### src/rtl/alarm_pkg.sv
// alarm_pkg: state encoding and default timing parameters for the alarm snooze controller
package alarm_pkg;
  localparam logic [1:0] ST_IDLE   = 2'd0;
  localparam logic [1:0] ST_RING   = 2'd1;
  localparam logic [1:0] ST_SNOOZE = 2'd2;
  localparam logic [1:0] ST_DONE   = 2'd3;
  localparam int DEF_SNOOZE_SEC       = 300;
  localparam int DEF_RING_TIMEOUT_SEC = 60;
  localparam int DEF_MAX_SNOOZE       = 3;
  localparam int DEF_TONE_DIV         = 50000;
endpackage

### src/rtl/alarm_snooze_ctrl_if.sv
// alarm_snooze_ctrl_if: comparator/button inputs and buzzer/indicator outputs of the snooze controller
interface alarm_snooze_ctrl_if import alarm_pkg::*; #(
  parameter int MAX_SNOOZE = DEF_MAX_SNOOZE
);
  localparam int W = $clog2(MAX_SNOOZE + 1);
  logic         tick_1hz;
  logic         alarm_enable;
  logic         alarm;
  logic         snooze_btn;
  logic         buzzer;
  logic         ringing;
  logic         snoozing;
  logic [W-1:0] snooze_cnt;
  modport master (
    output tick_1hz, alarm_enable, alarm, snooze_btn,
    input  buzzer, ringing, snoozing, snooze_cnt
  );
  modport slave (
    input  tick_1hz, alarm_enable, alarm, snooze_btn,
    output buzzer, ringing, snoozing, snooze_cnt
  );
endinterface

### src/rtl/alarm_tone_gen.sv
// alarm_tone_gen: square wave toggling every TONE_DIV cycles while en is high; restarts from 0 whenever en drops
module alarm_tone_gen import alarm_pkg::*; #(
  parameter int TONE_DIV = DEF_TONE_DIV
) (
  input  logic clk,
  input  logic reset,
  input  logic en,
  output logic tone
);
  localparam int DW = $clog2(TONE_DIV + 1);
  logic [DW-1:0] cnt;
  logic          tone_q;
  always_ff @(posedge clk)
    if (reset || !en) begin
      cnt    <= '0;
      tone_q <= 1'b0;
    end else if (cnt == DW'(TONE_DIV - 1)) begin
      cnt    <= '0;
      tone_q <= ~tone_q;
    end else
      cnt <= cnt + DW'(1);
  // gating by en keeps the tone silent on the very cycle the controller leaves RING
  assign tone = tone_q & en;
endmodule

### src/rtl/alarm_snooze_ctrl.sv
// alarm_snooze_ctrl: ring/snooze/auto-silence FSM driving the buzzer from the alarm comparator level.
// Optional ALARM_BEEP_PATTERN_EN: buzzer gated 1 s on / 1 s off while ringing.
module alarm_snooze_ctrl import alarm_pkg::*; #(
  parameter int SNOOZE_SEC       = DEF_SNOOZE_SEC,
  parameter int RING_TIMEOUT_SEC = DEF_RING_TIMEOUT_SEC,
  parameter int MAX_SNOOZE       = DEF_MAX_SNOOZE,
  parameter int TONE_DIV         = DEF_TONE_DIV
) (
  input logic clk,
  input logic reset,
  alarm_snooze_ctrl_if.slave bus
);
  localparam int RW = $clog2(RING_TIMEOUT_SEC + 1);
  localparam int SW = $clog2(SNOOZE_SEC + 1);
  localparam int CW = $clog2(MAX_SNOOZE + 1);
  logic [1:0]    state;
  logic [RW-1:0] ring_sec;
  logic [SW-1:0] snz_sec;
  logic [CW-1:0] snooze_cnt;
  logic          alarm_q, snz_q, live;
  logic          alarm_rise, snz_rise, ringing, tone_en;
  // live masks the first post-reset cycle so an alarm already high at release is not seen as an edge
  assign alarm_rise = live & bus.alarm & ~alarm_q;
  assign snz_rise   = bus.snooze_btn & ~snz_q;
  always_ff @(posedge clk)
    if (reset) begin
      state      <= ST_IDLE;
      ring_sec   <= '0;
      snz_sec    <= '0;
      snooze_cnt <= '0;
      alarm_q    <= 1'b0;
      snz_q      <= 1'b0;
      live       <= 1'b0;
    end else begin
      alarm_q <= bus.alarm;
      snz_q   <= bus.snooze_btn;
      live    <= 1'b1;
      if (!bus.alarm_enable) begin
        state      <= ST_IDLE;
        ring_sec   <= '0;
        snz_sec    <= '0;
        snooze_cnt <= '0;
      end else
        case (state)
          ST_IDLE:
            if (alarm_rise) begin
              state      <= ST_RING;
              ring_sec   <= '0;
              snooze_cnt <= '0;
            end
          ST_RING:
            if (snz_rise) begin
              if (snooze_cnt < CW'(MAX_SNOOZE)) begin
                state      <= ST_SNOOZE;
                snz_sec    <= SW'(SNOOZE_SEC);
                snooze_cnt <= snooze_cnt + CW'(1);
              end
            end else if (bus.tick_1hz) begin
              ring_sec <= (ring_sec == RW'(RING_TIMEOUT_SEC)) ? ring_sec : ring_sec + RW'(1);
              if (ring_sec >= RW'(RING_TIMEOUT_SEC - 1)) state <= ST_DONE;
            end
          ST_SNOOZE:
            if (bus.tick_1hz && snz_sec != '0) begin
              snz_sec <= snz_sec - SW'(1);
              if (snz_sec == SW'(1)) begin
                state    <= ST_RING;
                ring_sec <= '0;
              end
            end
          ST_DONE: ;
          default: state <= ST_IDLE;
        endcase
    end
  assign ringing = (state == ST_RING);
`ifdef ALARM_BEEP_PATTERN_EN
  logic beep_on;
  // held at 1 outside RING so every entry starts with an audible second
  always_ff @(posedge clk)
    if (reset)
      beep_on <= 1'b0;
    else if (!ringing)
      beep_on <= 1'b1;
    else if (bus.tick_1hz && !snz_rise)
      beep_on <= ~beep_on;
  assign tone_en = ringing & beep_on;
`else
  assign tone_en = ringing;
`endif
  alarm_tone_gen #(.TONE_DIV(TONE_DIV)) u_tone (
    .clk   (clk),
    .reset (reset),
    .en    (tone_en),
    .tone  (bus.buzzer)
  );
  assign bus.ringing    = ringing;
  assign bus.snoozing   = (state == ST_SNOOZE);
  assign bus.snooze_cnt = snooze_cnt;
endmodule
### src/flat_wrapper.sv
// flat-port wrapper written by rule: the top's interface ports become plain ports
module alarm_snooze_ctrl_flat import alarm_pkg::*;
#(
  parameter int SNOOZE_SEC       = DEF_SNOOZE_SEC,
  parameter int RING_TIMEOUT_SEC = DEF_RING_TIMEOUT_SEC,
  parameter int MAX_SNOOZE       = DEF_MAX_SNOOZE,
  parameter int TONE_DIV         = DEF_TONE_DIV
)
  (clk, reset, bus_tick_1hz, bus_alarm_enable, bus_alarm, bus_snooze_btn, bus_buzzer, bus_ringing, bus_snoozing, bus_snooze_cnt);
  alarm_snooze_ctrl_if #(.MAX_SNOOZE(MAX_SNOOZE)) bus_i ();
  input logic clk;
  input logic reset;
  input wire logic [$bits(bus_i.tick_1hz)-1:0] bus_tick_1hz;
  input wire logic [$bits(bus_i.alarm_enable)-1:0] bus_alarm_enable;
  input wire logic [$bits(bus_i.alarm)-1:0] bus_alarm;
  input wire logic [$bits(bus_i.snooze_btn)-1:0] bus_snooze_btn;
  output wire logic [$bits(bus_i.buzzer)-1:0] bus_buzzer;
  output wire logic [$bits(bus_i.ringing)-1:0] bus_ringing;
  output wire logic [$bits(bus_i.snoozing)-1:0] bus_snoozing;
  output wire logic [$bits(bus_i.snooze_cnt)-1:0] bus_snooze_cnt;
  assign bus_i.tick_1hz = bus_tick_1hz;
  assign bus_i.alarm_enable = bus_alarm_enable;
  assign bus_i.alarm = bus_alarm;
  assign bus_i.snooze_btn = bus_snooze_btn;
  assign bus_buzzer = bus_i.buzzer;
  assign bus_ringing = bus_i.ringing;
  assign bus_snoozing = bus_i.snoozing;
  assign bus_snooze_cnt = bus_i.snooze_cnt;
  alarm_snooze_ctrl #(.SNOOZE_SEC(SNOOZE_SEC), .RING_TIMEOUT_SEC(RING_TIMEOUT_SEC), .MAX_SNOOZE(MAX_SNOOZE), .TONE_DIV(TONE_DIV)) u_core (.clk(clk), .reset(reset), .bus(bus_i));
endmodule
### config.mk
export PLATFORM = sky130hd
export DESIGN_NAME = alarm_snooze_ctrl_flat
export DESIGN_NICKNAME = d
export VERILOG_FILES = /design/src/rtl/alarm_pkg.sv /design/src/rtl/alarm_snooze_ctrl_if.sv /design/src/rtl/alarm_tone_gen.sv /design/src/rtl/alarm_snooze_ctrl.sv /design/src/flat_wrapper.sv
export SDC_FILE = /design/constraint.sdc
export NUM_CORES = 1
export LEC_CHECK = 0
export ABC_AREA = 0
export CAP_MARGIN = 10
export CORE_MARGIN = 1.5
export CORE_UTILIZATION = 50
export DETAILED_ROUTE_END_ITERATION = 12
export MAX_ROUTING_LAYER = met4
export PLACE_DENSITY = 0.68
export SKIP_LAST_GASP = 1
export SYNTH_ARGS = -nofsm -noshare
export SYNTH_HDL_FRONTEND = slang
export SYNTH_SLANG_ARGS = --single-unit
### constraint.sdc
create_clock -name clk -period 2.12 [get_ports clk]
set_clock_uncertainty 0.1 [all_clocks]
set_input_delay 0.424 -clock clk [delete_from_list [all_inputs] [get_ports clk]]
set_output_delay 0.424 -clock clk [all_outputs]
set_load 0.02 [all_outputs]
# Yosys cells after proc, flatten, opt, wreduce, memory -nomap -nowiden
# Cells that the tools add are included.
[totals]
register_bits = 39
inputBits = 6
out_inout_bits = 5
word_cells = 77
[op_classes]
add_sub_neg = 4
magnitude_cmp = 2
n_eq_ne = 16
mux = 24
bitwise_logic = 8
n_reduce_logical = 14
[ops]
columns = ["cell", "count"]
rows = [
  ["$mux 6", 6],
  ["$mux 9", 3],
  ["$mux 2", 10],
  ["$pmux 6 s3", 1],
  ["$pmux 9 s2", 1],
  ["$add 16x1->16 const B", 1],
  ["$eq 16x16->1 const B", 1],
  ["$reduce_and 7->1", 2],
  ["$ne 2x1->1 const B", 5],
  ["$eq 9x1->1 const B", 1],
  ["$reduce_bool 9->1", 1],
  ["$sub 9x1->9 const B", 1],
  ["$reduce_and 4->1", 2],
  ["$add 6x1->6 const B", 1],
  ["$eq 6x6->1 const B", 1],
  ["$ge 6x6->1 const B", 1],
  ["$ne 2x2->1 const B", 3],
  ["$pmux 2 s3", 1],
  ["$and 1x1->1", 4],
  ["$not 1->1", 4],
  ["$pmux 2 s2", 1],
  ["$reduce_bool 2->1", 2],
  ["$reduce_or 2->1", 2],
  ["$ne 3x1->1 const B", 1],
  ["12 further kinds", 12],
]

# Depth between registers and ports, before layout
# Gate-level depths: netlist of run 1.
[depth]
word_depth = 5
ltp_mapped = 6
mapped_depth_nobuf = 6

# Hierarchy
# From an unflattened synthesis of run 1, not the netlist that was laid out.
[hier_totals]
hier_cells = 231
hier_area_um2 = 2038.2
[by_module_without_submodules]
columns = ["module", "instances", "cells_each", "area_per_inst_um2", "seq_area_each_um2"]
rows = [
  ["alarm_snooze_ctrl", 1, 146, 1208.7, 440.4],
  ["alarm_tone_gen", 1, 85, 829.5, 340.3],
]

# Worst setup path before layout of run 1
# Ideal clock, no wire load.
[synth_timing]
kind = "flip-flop to flip-flop"
startpoint = "reg u_core.snooze_cnt[0] (netlist: u_core.bus.snooze_cnt[0])"
endpoint = "reg u_core.snz_sec[7]"
setup_time_ns = 0.121
arrival_time_ns = 1.798
t_required_ns = 1.899
path_slack_ns = 0.101
path_stages_with_launch = 6
path_buffers = 0
period_less_slack_ns = 2.019
path_cell_list = "dfxtp_1 ha_1 or3b_2 o21ai_0 nor2_1 mux2_2"
[synth_between]
elab_chain_len = 3
[synth_lines]
columns = ["item", "line_no", "text"]
rows = [
  ["start: declaration", "alarm_snooze_ctrl.sv:19", "logic [CW-1:0] snooze_cnt;"],
  ["start signal: assignment", "alarm_snooze_ctrl.sv:56", "snooze_cnt <= snooze_cnt + CW'(1);"],
  ["$lt 2x2->1", "alarm_snooze_ctrl.sv:53", "if (snooze_cnt < CW'(MAX_SNOOZE)) begin"],
  ["$ne 2x1->1 (no line)", "-", ""],
  ["$reduce_and 4->1 (no line)", "-", ""],
  ["end signal: assignment", "alarm_snooze_ctrl.sv:55", "snz_sec <= SW'(SNOOZE_SEC);"],
  ["end signal: assignment", "alarm_snooze_ctrl.sv:64", "snz_sec <= snz_sec - SW'(1);"],
  ["end: declaration", "alarm_snooze_ctrl.sv:18", "logic [SW-1:0] snz_sec;"],
]
# No other way between the ends.
# A chain may end at the register's enable or synchronous reset.

# Worst setup path in the final report of run 1
[layout_timing]
startpoint = "reg u_core.state[1]"
endpoint = "out bus_ringing"
[layout_between]
elab_chain_len = 1
[layout_lines]
columns = ["item", "line_no", "text"]
rows = [
  ["start: declaration", "alarm_snooze_ctrl.sv:16", "logic [1:0] state;"],
  ["start signal: assignment", "alarm_snooze_ctrl.sv:27", "state <= ST_IDLE;"],
  ["start signal: assignment", "alarm_snooze_ctrl.sv:39", "state <= ST_IDLE;"],
  ["start signal: assignment", "alarm_snooze_ctrl.sv:47", "state <= ST_RING;"],
  ["$eq 2x1->1", "alarm_snooze_ctrl.sv:74", "assign ringing = (state == ST_RING);"],
  ["end: declaration", "flat_wrapper.sv:18", "output wire logic [$bits(bus_i.ringing)-1:0] bus_ringing;"],
]
# No other way between the ends.

==> results of run 1 <==
## per-layer routing
| layer | vias to the layer above | GRT usage (%) |
|---|---|---|
| met1 | 790 | 29.67 |
| met4 | 0 | 7.031 |
| li1 | 922 | - |
| met5 | - | - |
| met3 | 7 | 4.600 |
| met2 | 49 | 33.71 |
## final timing paths
path                        startpoint              endpoint  slack [ns]  cells after the start
setup / recovery       u_core.state[1]           bus_ringing        0.08                      3
hold / removal    u_core.u_tone.cnt[0]  u_core.u_tone.cnt[0]        0.37                      1
setup reg to reg     u_core.snz_sec[1]     u_core.snz_sec[4]        0.12                      6
hold reg to reg   u_core.u_tone.cnt[0]  u_core.u_tone.cnt[0]        0.37                      1
## registers in the layout, indices dropped and copies added (netlist names)
register / flops
u_core.alarm_q: 1
u_core.state: 2
u_core.snz_sec: 9
u_core.live: 1
u_core.u_tone.cnt: 16
u_core.ring_sec: 6
u_core.snz_q: 1
u_core.bus.snooze_cnt: 2
u_core.u_tone.tone_q: 1
## kinds of logic after synthesis
group	after synthesis
fa+ha+maj	7
buf+inv	20
flops	39
compound gates	39
mux	3
xor+xnor	15
simple gates	114
## worst reg2reg max path, delay by kind of cell (launching register included)
family / cells / cell delay, ns
flip-flops: 1 / 0.38
adder cells (fa/ha/maj): 1 / 0.21
AO/OA/AOI/OAI: 2 / 0.54
buffers and inverters: 1 / 0.10
AND/OR/NAND/NOR: 2 / 0.60
## per-stage QoR
step                std cells  setup WS (ns)  util [%]  instance area [µm²]  power (mW)
global placement          314       -0.09614     61.68                 2292      0.8466
finish                    321        0.08107     64.07                 2381       1.332
floorplan                 237         0.1012         -                 1973      0.7955
global route              321       0.002058     64.07                 2381       1.382
detailed placement        314        -0.1406     61.68                 2292      0.8470
CTS                       321        0.03131     64.01                 2379       1.345
## cell usage after synthesis, drive strengths merged (3+ instances only)
cell type,n
a21oi,9
a31oi,4
clkbuf,4
dfxtp,39
ha,7
inv,14
nand2,17
nand2b,3
nand3,9
nand3b,3
nand4,12
nor2,25
nor2b,5
nor3,9
nor4,10
o21ai,12
o31ai,3
or2,3
or3,4
xnor2,11
xor2,4
## cells in the final DEF (no fill, tap or decap), types with 5 or more instances in the layout
cell | synthesis | routed
xnor2_1 | 11 | 11
clkbuf_8 | 0 | 6
nand2_1 | 17 | 17
a21oi_1 | 9 | 9
nor4_1 | 10 | 10
inv_1 | 14 | 14
nand4_1 | 12 | 12
buf_4 | 0 | 24
clkdlybuf4s50_1 | 0 | 8
ha_1 | 7 | 7
nand3_1 | 9 | 9
nor2b_1 | 5 | 5
o21ai_0 | 11 | 11
dfxtp_1 | 39 | 39
nor2_1 | 25 | 25
nor3_1 | 9 | 9
## layout make-up
| cell class | instances | area, µm² |
|---|---|---|
| multi-input combinational | 178 | 1115 |
| sequential | 39 | 780.7 |
| inverter | 15 | 56.30 |
| clock inverter | 1 | 5.005 |
| timing repair buffer | 34 | 281.5 |
| clock buffer | 6 | 82.58 |
| tap | 48 | 60.06 |
| fill | 324 | 1335 |
## power groups by stage
| stage | sequential [mW] | combinational (mW) | clock (mW) |
|---|---|---|---|
| after global routing | 0.741 | 0.0984 | 0.542 |
| final | 0.741 | 0.0902 | 0.501 |
| after global placement | 0.758 | 0.0888 | 0 |
| after floorplan | 0.756 | 0.0391 | 0 |
| after detailed placement | 0.758 | 0.0891 | 0 |
| after CTS | 0.741 | 0.0898 | 0.514 |
## timing repair
| item | in CTS | in global routing |
|---|---|---|
| resized for setup | 1 | 1 |
| gates cloned | 0 | 0 |
| hold endpoints to repair | 0 | 0 |
| setup buffers | 0 | 0 |
| setup endpoints to repair | 1 | 1 |
| hold buffers | 0 | 0 |
==> flow_metrics.py, run 1 <==
metrics = {
    "drt": {
        "first_pass_iters": 4,
        "drtIter0Drc": 140,
        "vias_per_cell": 5.508,
        "met2_length_um": 1740,
        "vias": 1768,
        "drc_errors": 0,
        "wl_per_cell_um": 13.06,
        "wl_met3_um": 189,
        "highest_layer": "met4",
        "postRouteAntennaNets": 0,
        "met1_length_um": 2214,
        "wl_um": 4191,
    },
    "timing": {
        "fin_crit_ns": 2.039,
        "whs_ns": 0.3725,
        "fmax_ghz": 0.4905,
        "rsz0062_at_grt": "false",
        "slew_headroom_pct": 60.18,
        "final-max-slew-violation-count": 0,
        "finalSetupTns_ns": 0,
        "worstMarginPinSlew_ns": 0.5919,
        "hold_viol": 0,
        "finalSetupViolCount": 0,
        "period_share_pct": 96.18,
    },
    "logic_synthesis": {
        "async_reset_ff_share_pct": 0,
        "syn_nets": 250,
        "postSynthCellCount": 237,
        "ys_top_cells_by_area": "dfxtp_1 40%, xnor2_1 4.9%, nor2_1 4.8%",
        "synth_xor_area_share_pct": 6.658,
        "synthAdderAreaFrac_pct": 4.439,
        "syn-cell-area_mm2": 0.001973,
        "yosysTopAreaCellShare_pct": 39.57,
        "synth_top_area_cell": "dfxtp_1",
        "ys_ff_latch": 39,
        "ys_seq_area_share_pct": 39.57,
        "syn_area_per_cell_um2": 8.325,
        "synthFlopType": "dfxtp_1",
        "synth.area.mux_share_pct": 1.585,
        "synth_compound_area_share_pct": 12.49,
        "synth_top_family_by_area": "simple AND/OR/NAND/NOR gates",
        "ys_warn_count": 0,
        "ys_types": 49,
        "synth-simple-area-share_pct": 31.33,
        "synth-edff-count": 0,
    },
    "clock_tree": {
        "htreeDepth": 2,
        "cts_root_buffer": "clkbuf_8",
        "cts_made_buffers": 5,
        "clock_sinks": 39,
        "cts_tree": "done",
        "cts.clk_slew.worst_paths_ns": 0.08,
        "cts_max_path_buffers": 2,
        "clk_latency_ns": 0.29,
    },
    "pwr": {
        "power_switching_mw": 0.2948,
        "p_clk_share_pct": 37.6,
        "p_int_mw": 1.038,
        "combPwrFrac_pct": 6.8,
        "ir_drop_v": 0.0003432,
        "p_seq_share_pct": 55.6,
        "leakage_nw": 0.8098,
        "p_per_area_mw_per_mm2": 559.6,
        "swShare_pct": 22.13,
    },
    "floorplanning": {
        "die_h_um": 65.82,
        "io_pins": 11,
        "core-area_mm2": 0.003716,
        "initial_core_util_pct": 53.10,
        "die_x_um": 65.82,
        "die_area_mm2": 0.004332,
        "rows": 22,
    },
    "worst_setup_path": {
        "crit_fanout": 5,
        "crit_family": "buffers and inverters",
        "required_ns": 1.60,
        "max_stage_delay_ns": 0.55,
        "critPathLaunchType": "flop",
        "cp_slowest_cell": "clkdlybuf4s50_1",
        "crit_chain": "nand2b_1, clkinv_1, clkdlybuf4s50_1",
        "critPathBufInv": 2,
        "path_class": "flop to output pin",
        "worst_setup_path_end_kind": "output pin",
        "arrival_ns": 1.51,
    },
    "hold_path": {
        "hold_path.class": "flop to flop",
    },
    "finish": {
        "nets": 286,
        "area_growth_pct": 20.67,
        "drive_gt1_share_pct": 13.92,
        "num_antenna_cells": 0,
    },
    "global_route": {
        "grt_pass1_vias": 1667,
        "grt_use_total_pct": 22.19,
        "grt_antenna_before_repair": 0,
        "grt_start_max_net_pins": 17,
        "grt_pass1_wl_um": 7286,
        "gr-total-overflow": 0,
    },
    "run": {
        "cap_violations": 0,
    },
    "placement": {
        "globalplace.congestion": 0.8616,
        "port_buffers": 10,
        "dp_hpwl_um": 3046,
    },
    "outcome": {
        "status": "finished, final reports clean",
    },
}
Power figures use the tool's default switching activity.
==> run 2: changes to the inputs <==
--- a/config.mk
+++ b/config.mk
@@ -11,8 +11,9 @@
 export CORE_UTILIZATION = 50
 export DETAILED_ROUTE_END_ITERATION = 12
 export MAX_ROUTING_LAYER = met4
-export PLACE_DENSITY = 0.68
+export PLACE_DENSITY = 0.67
 export SKIP_LAST_GASP = 1
 export SYNTH_ARGS = -nofsm -noshare
 export SYNTH_HDL_FRONTEND = slang
+export SYNTH_HIERARCHICAL = 1
 export SYNTH_SLANG_ARGS = --single-unit
==> flow_metrics.py, run 2 <==
metrics = {
    "global_route": {
        "gr-total-overflow": 0,
        "grt_antenna_before_repair": 0,
        "grt_pass1_vias": 1547,
        "grt_start_max_net_pins": 16,
        "grt_use_total_pct": 21.36,
        "grt_pass1_wl_um": 6948,
    },
    "logic_synthesis": {
        "synth-edff-count": 0,
        "yosysTopAreaCellShare_pct": 38.31,
        "ys_warn_count": 6,
        "syn_area_per_cell_um2": 8.823,
        "ys_seq_area_share_pct": 38.31,
        "ys_types": 53,
        "postSynthCellCount": 231,
        "ys_ff_latch": 39,
        "synth_most_common_cell": "dfxtp_1",
        "ys_top_cells_by_area": "dfxtp_1 38%, nor2_1 6.3%, xnor2_1 4.7%",
        "async_reset_ff_share_pct": 0,
        "syn_nets": 244,
        "synthFlopType": "dfxtp_1",
        "yosys-top-cells-count": "39 x dfxtp_1, 34 x nor2_1, 16 x nand2_1, 11 x nand3_1, 11 x xnor2_1",
        "synth_top_area_cell": "dfxtp_1",
        "syn-cell-area_mm2": 0.002038,
    },
    "floorplanning": {
        "die_h_um": 66.85,
        "core-area_mm2": 0.003971,
        "die_area_mm2": 0.004468,
        "rows": 23,
        "io_pins": 11,
        "initial_core_util_pct": 51.32,
        "die_x_um": 66.85,
    },
    "placement": {
        "placedCellCount": 302,
        "globalplace.congestion": 0.8025,
        "port_buffers": 10,
        "dp_hpwl_um": 2932,
    },
    "finish": {
        "area_growth_pct": 16.33,
        "largest_reg_flops": 16,
        "fillCellCount": 363,
        "final_common_cell": "dfxtp_1",
        "multi_input_area_mm2": 0.001191,
        "instances_no_fill": 310,
        "seq_area_um2": 782.0,
        "top_register": "u_core/u_tone/cnt",
        "drive_gt1_share_pct": 19.23,
        "final_util_pct": 59.70,
        "top_regs": "u_core/u_tone/cnt: 16 flops, u_core/snz_sec: 9 flops, u_core/ring_sec: 6 flops",
        "num_antenna_cells": 0,
        "nets": 272,
        "mostFrequentLayoutCells": "38 x dfxtp_1, 34 x nor2_1, 16 x nand2_1",
    },
    "pwr": {
        "p_clk_share_pct": 38.0,
        "combPwrFrac_pct": 5.3,
        "leakage_nw": 0.8484,
        "p_per_area_mw_per_mm2": 551.4,
        "p_seq_share_pct": 56.7,
        "p_int_mw": 1.002,
        "ir_drop_v": 0.0003774,
        "power_mw": 1.307,
        "power_switching_mw": 0.3055,
        "swShare_pct": 23.37,
    },
    "drt": {
        "wl_um": 4025,
        "drtIter0Drc": 136,
        "first_pass_iters": 4,
        "postRouteAntennaNets": 0,
        "vias_per_cell": 5.503,
        "vias": 1706,
        "wl_per_cell_um": 12.98,
        "drc_errors": 0,
    },
    "clock_tree": {
        "cts.clk_slew.worst_paths_ns": 0.08,
        "cts_hold_buf": 0,
        "clk_latency_ns": 0.29,
        "cts_tree": "done",
        "htreeDepth": 2,
        "clock_sinks": 39,
        "cts_max_path_buffers": 2,
        "cts_made_buffers": 5,
        "cts_root_buffer": "clkbuf_8",
    },
    "worst_setup_path": {
        "cp_slowest_cell": "clkdlybuf4s50_1",
        "startpoint": "bus_alarm",
        "reg2regPathDepth": 7,
        "max_stage_delay_ns": 0.47,
        "path_class": "input port to flop",
        "arrival_ns": 2.16,
        "crit_fanout": 3,
        "regToRegEndpoint": "u_core/ring_sec[2]",
        "required_ns": 2.21,
        "reg2reg_slack_ns": 0.20,
        "crit_chain": "clkdlybuf4s50_1, and3b_2, or2b_2, a311o_1, buf_4, a32o_1",
        "worst_setup_path_end_kind": "flop",
        "regToRegStartpoint": "u_core/snz_sec[0]",
        "endpoint": "u_core/ring_sec[2]",
        "critPathLaunchType": "input port",
    },
    "timing": {
        "slew_headroom_pct": 76.35,
        "rsz0062_at_grt": "false",
        "hold_viol": 0,
        "fin_crit_ns": 2.068,
        "finalSetupViolCount": 0,
        "period_share_pct": 97.55,
        "worstMarginPinSlew_ns": 0.3534,
        "final-max-slew-violation-count": 0,
        "fmax_ghz": 0.4835,
    },
    "hold_path": {
        "hold_path.class": "flop to flop",
    },
    "outcome": {
        "status": "finished, final reports clean",
    },
    "run": {
        "cap_violations": 0,
    },
}
-- run 2: changes by cell type in the layout (fill, tap and decap cells not counted), moves of 4 or more --
cell / change
buf_4: -9
nor2_1: +9
nand4_1: -8
nor4_1: -7
nor4_2: +5
inv_1: -4
nor3_1: -4
-- run 2: layer usage --
metal | vias up | GRT usage [%] | wire length, µm
li1 | 876 | - | -
met1 | 796 | 28.84 | 2056
met2 | 26 | 29.50 | 1709
met3 | 8 | 5.743 | 156
met4 | 0 | 9.949 | 102
met5 | - | - | 0
-- run 2: layout make-up --
cell class	count	share of cell area [%]
multi-input combinational	177	50.24
tap	50	2.639
sequential	39	32.98
clock inverter	2	0.5277
inverter	11	1.741
clock buffer	6	3.061
timing repair buffer	25	8.813
-- run 2: power by group through the flow --
stage | Combinational, mW | Sequential [mW] | Clock [mW]
after floorplan | 0.0367 | 0.757 | 0
after global placement | 0.0694 | 0.758 | 0
after detailed placement | 0.0694 | 0.758 | 0
after CTS | 0.0694 | 0.741 | 0.519
after global routing | 0.0764 | 0.742 | 0.550
final | 0.0689 | 0.741 | 0.497
-- run 2: cell families after synthesis --
family                     after synthesis  share of synthesized area (%)
AOI/OAI and AO/OA                       39                          12.34
xor gates and xnor gates                15                          6.445
adders and majority gates                7                          4.297
buffers and inverters                   15                          3.253
DFF                                     39                          38.31
muxes                                    2                         0.9822
and+or+nand+nor                        114                          34.38
-- run 2: critical path: cells and delay by family --
kind	cells	cell delay (ns)
buffers and inverters	2	0.63
AND/OR/NAND/NOR	2	0.50
AO/OA/AOI/OAI	2	0.60
-- run 2: metrics by stage --
stage / hold WS (ns) / TNS (ns) / area [µm²] / setup WS [ns]
floorplan: 0.3396 / 0 / 2038 / 0.1562
global placement: 0.3511 / -1.641 / 2288 / -0.2478
finish: 0.3809 / 0 / 2371 / 0.05192
global route: 0.4283 / 0 / 2371 / 0.006070
CTS: 0.3772 / 0 / 2371 / 0.05329
detailed placement: 0.3595 / -1.701 / 2288 / -0.2582
-- run 2: worst min path at each step --
| stage | slack, ns | to | start | depth (start not counted) |
|---|---|---|---|---|
| floorplan | 0.34 | u_core/u_tone/cnt[0] | u_core/u_tone/cnt[0] | 1 |
| global placement | 0.35 | u_core/u_tone/cnt[0] | u_core/u_tone/cnt[0] | 1 |
| detailed placement | 0.36 | u_core/u_tone/cnt[0] | u_core/u_tone/cnt[0] | 1 |
| CTS | 0.38 | u_core/u_tone/cnt[0] | u_core/u_tone/cnt[0] | 1 |
| global route | 0.43 | u_core/u_tone/cnt[0] | u_core/u_tone/cnt[0] | 1 |
| finish | 0.38 | u_core/u_tone/cnt[0] | u_core/u_tone/cnt[0] | 1 |
-- run 2: repair_timing --
item / in CTS / in global routing
buffers inserted: 0 / 0
setup endpoints to repair: 3 / 0
resized for setup: 4 / 0
==> run 3: changes to the inputs <==
--- a/config.mk
+++ b/config.mk
@@ -5,10 +5,11 @@
 export SDC_FILE = /design/constraint.sdc
 export NUM_CORES = 1
 export LEC_CHECK = 0
-export ABC_AREA = 0
+export ABC_AREA = 1
 export CAP_MARGIN = 10
 export CORE_MARGIN = 1.5
 export CORE_UTILIZATION = 50
+export CTS_BUF_LIST = sky130_fd_sc_hd__clkbuf_8 sky130_fd_sc_hd__clkbuf_16
 export DETAILED_ROUTE_END_ITERATION = 12
 export MAX_ROUTING_LAYER = met4
 export PLACE_DENSITY = 0.67
==> flow_metrics.py, run 3 <==
metrics = {
    "hold_path": {
        "whs_endpoint": "u_core/u_tone/cnt[0]",
        "worstHoldStart": "u_core/u_tone/cnt[0]",
        "hold_path.class": "flop to flop",
        "hold_depth": 1,
    },
    "drt": {
        "postRouteAntennaNets": 0,
        "vias": 2088,
        "wl_um": 4555,
        "drc_errors": 0,
        "first_pass_iters": 4,
        "vias_per_cell": 5.080,
        "wl_per_cell_um": 11.08,
        "drtIter0Drc": 88,
    },
    "worst_setup_path": {
        "required_ns": 1.60,
        "critPathLaunchType": "flop",
        "cp_slowest_cell": "clkdlybuf4s50_1",
        "critPathBufInv": 2,
        "max_stage_delay_ns": 0.62,
        "regToRegEndpoint": "u_core/snz_sec[6]",
        "regToRegStartpoint": "u_core/snz_sec[0]",
        "arrival_ns": 1.46,
        "crit_chain": "inv_2, nor2_4, clkdlybuf4s50_1",
        "crit_family": "buffers and inverters",
        "path_class": "flop to output pin",
        "crit_fanout": 3,
        "reg2regPathDepth": 10,
        "worst_setup_path_end_kind": "output pin",
        "reg2reg_slack_ns": 0.50,
    },
    "clock_tree": {
        "htreeDepth": 2,
        "clock_sinks": 39,
        "clk_latency_ns": 0.29,
        "cts_made_buffers": 5,
        "cts_tree": "done",
        "cts_max_path_buffers": 2,
        "cts_root_buffer": "clkbuf_8",
        "cts.clk_slew.worst_paths_ns": 0.07,
    },
    "floorplanning": {
        "core-area_mm2": 0.004324,
        "io_pins": 11,
        "die_area_mm2": 0.004903,
        "initial_core_util_pct": 51.94,
        "rows": 24,
        "die_h_um": 70.02,
        "die_x_um": 70.02,
    },
    "global_route": {
        "grt_use_total_pct": 20.71,
        "grt_pass1_wl_um": 8107,
        "grt_antenna_before_repair": 0,
        "grt_pass1_vias": 1929,
        "gr-total-overflow": 0,
        "grt_start_max_net_pins": 17,
    },
    "timing": {
        "worstMarginPinSlew_ns": 0.3292,
        "fmax_ghz": 0.5035,
        "finalSetupViolCount": 0,
        "period_share_pct": 93.69,
        "fin_crit_ns": 1.986,
        "rsz0062_at_grt": "false",
        "finalSetupTns_ns": 0,
        "slew_headroom_pct": 77.92,
        "hold_viol": 0,
        "final-max-slew-violation-count": 0,
    },
    "finish": {
        "fillCellCount": 437,
        "nets": 371,
        "final_common_cell": "nand2_1",
        "multi_input_area_mm2": 0.001261,
        "final_cell_area_mm2": 0.002537,
        "top_register": "u_core/u_tone/cnt",
        "largest_reg_flops": 16,
        "drive_gt1_share_pct": 11.14,
        "instances_no_fill": 411,
        "seq_area_um2": 782.0,
        "final_util_pct": 58.68,
        "num_antenna_cells": 0,
        "top_regs": "u_core/u_tone/cnt: 16 flops, u_core/snz_sec: 9 flops, u_core/ring_sec: 6 flops",
        "mostFrequentLayoutCells": "75 x nand2_1, 56 x nor2_1, 41 x inv_1",
        "area_growth_pct": 12.98,
    },
    "logic_synthesis": {
        "yosysTopAreaCellShare_pct": 34.76,
        "ys_top_cells_by_area": "dfxtp_1 35%, nand2_1 13%, nor2_1 9.4%",
        "synth_top_area_cell": "dfxtp_1",
        "syn_area_per_cell_um2": 6.606,
        "synth-edff-count": 0,
        "ys_warn_count": 6,
        "async_reset_ff_share_pct": 0,
        "synthFlopType": "dfxtp_1",
        "postSynthCellCount": 340,
        "syn-cell-area_mm2": 0.002246,
        "ys_seq_area_share_pct": 34.76,
        "ys_ff_latch": 39,
        "yosys-top-cells-count": "75 x nand2_1, 56 x nor2_1, 41 x inv_1, 39 x dfxtp_1, 33 x nand3_1",
        "synth_most_common_cell": "nand2_1",
        "ys_types": 28,
        "syn_nets": 353,
    },
    "pwr": {
        "p_per_area_mw_per_mm2": 594.0,
        "leakage_nw": 1.039,
        "power_mw": 1.507,
        "ir_drop_v": 0.0003454,
    },
    "placement": {
        "globalplace.congestion": 0.8576,
        "placedCellCount": 403,
        "port_buffers": 10,
        "dp_hpwl_um": 3425,
        "place_area_mm2": 0.002417,
    },
    "run": {
        "cap_violations": 0,
    },
    "outcome": {
        "status": "finished, final reports clean",
    },
}
==> run 3: changes by cell type after synthesis, moves of 6 or more <==
cell	change
a21oi_1	+15
nor2_1	+22
nand2_2	+6
inv_1	+31
xnor2_1	-9
nand2_1	+59
nand3_1	+22
inv_2	+7
==> run 3: through the flow <==
step                hold slack, ns  worst slack [ns]
finish                      0.3528            0.1338
global route                0.3945           0.05447
CTS                         0.3555           0.01289
detailed placement          0.3436            0.1991
global placement            0.3346            0.2296
floorplan                   0.3175            0.6353
==> run 3: cell families after synthesis <==
group           Yosys count  synth area share (%)
simple gates            198                 41.45
compound gates           38                 8.468
xor+xnor                  6                 2.340
fa+ha+maj                 7                 3.900
buf+inv                  52                 9.081
flops                    39                 34.76
==> run 3: cell type report <==
class | instances | share of cell area, %
flip-flops and latches | 39 | 30.82
well taps | 52 | 2.564
inverters | 50 | 7.396
multi-input cells | 249 | 49.70
repair buffers | 13 | 4.882
clock buffers | 6 | 3.254
clock inverters | 2 | 1.381
==> run 3: report_power, final <==
group,switching (mW),internal [mW]
sequential,0.00926,0.742
clock,0.264,0.381
combinational,0.0668,0.0449
==> run 3: timing repair <==
| action | 4_1_cts | 5_1_grt |
|---|---|---|
| resized for setup | 2 | 1 |
| endpoints found under the setup margin | 2 | 1 |
| setup buffers | 0 | 0 |
| hold buffers | 0 | 0 |
==> run 3: per-layer routing <==
metal	GRT usage [%]	part of all wire, %
met5	-	0
met4	7.051	1.3
met3	4.618	2.8
met2	36.61	51
met1	22.98	45
==> run 3: worst max path at each step <==
| stage | from | endpoint | cells past startpoint |
|---|---|---|---|
| 2_1_floorplan | u_core/snz_sec[0] | u_core/ring_sec[0] | 11 |
| 3_3_place_gp | u_core/state[0] | bus_buzzer | 5 |
| 5_1_grt | u_core/state[1] | bus_snoozing | 3 |
| 6_report | u_core/state[1] | bus_snoozing | 3 |
| 3_5_place_dp | u_core/state[0] | bus_buzzer | 5 |
| 4_1_cts | u_core/state[1] | bus_ringing | 4 |
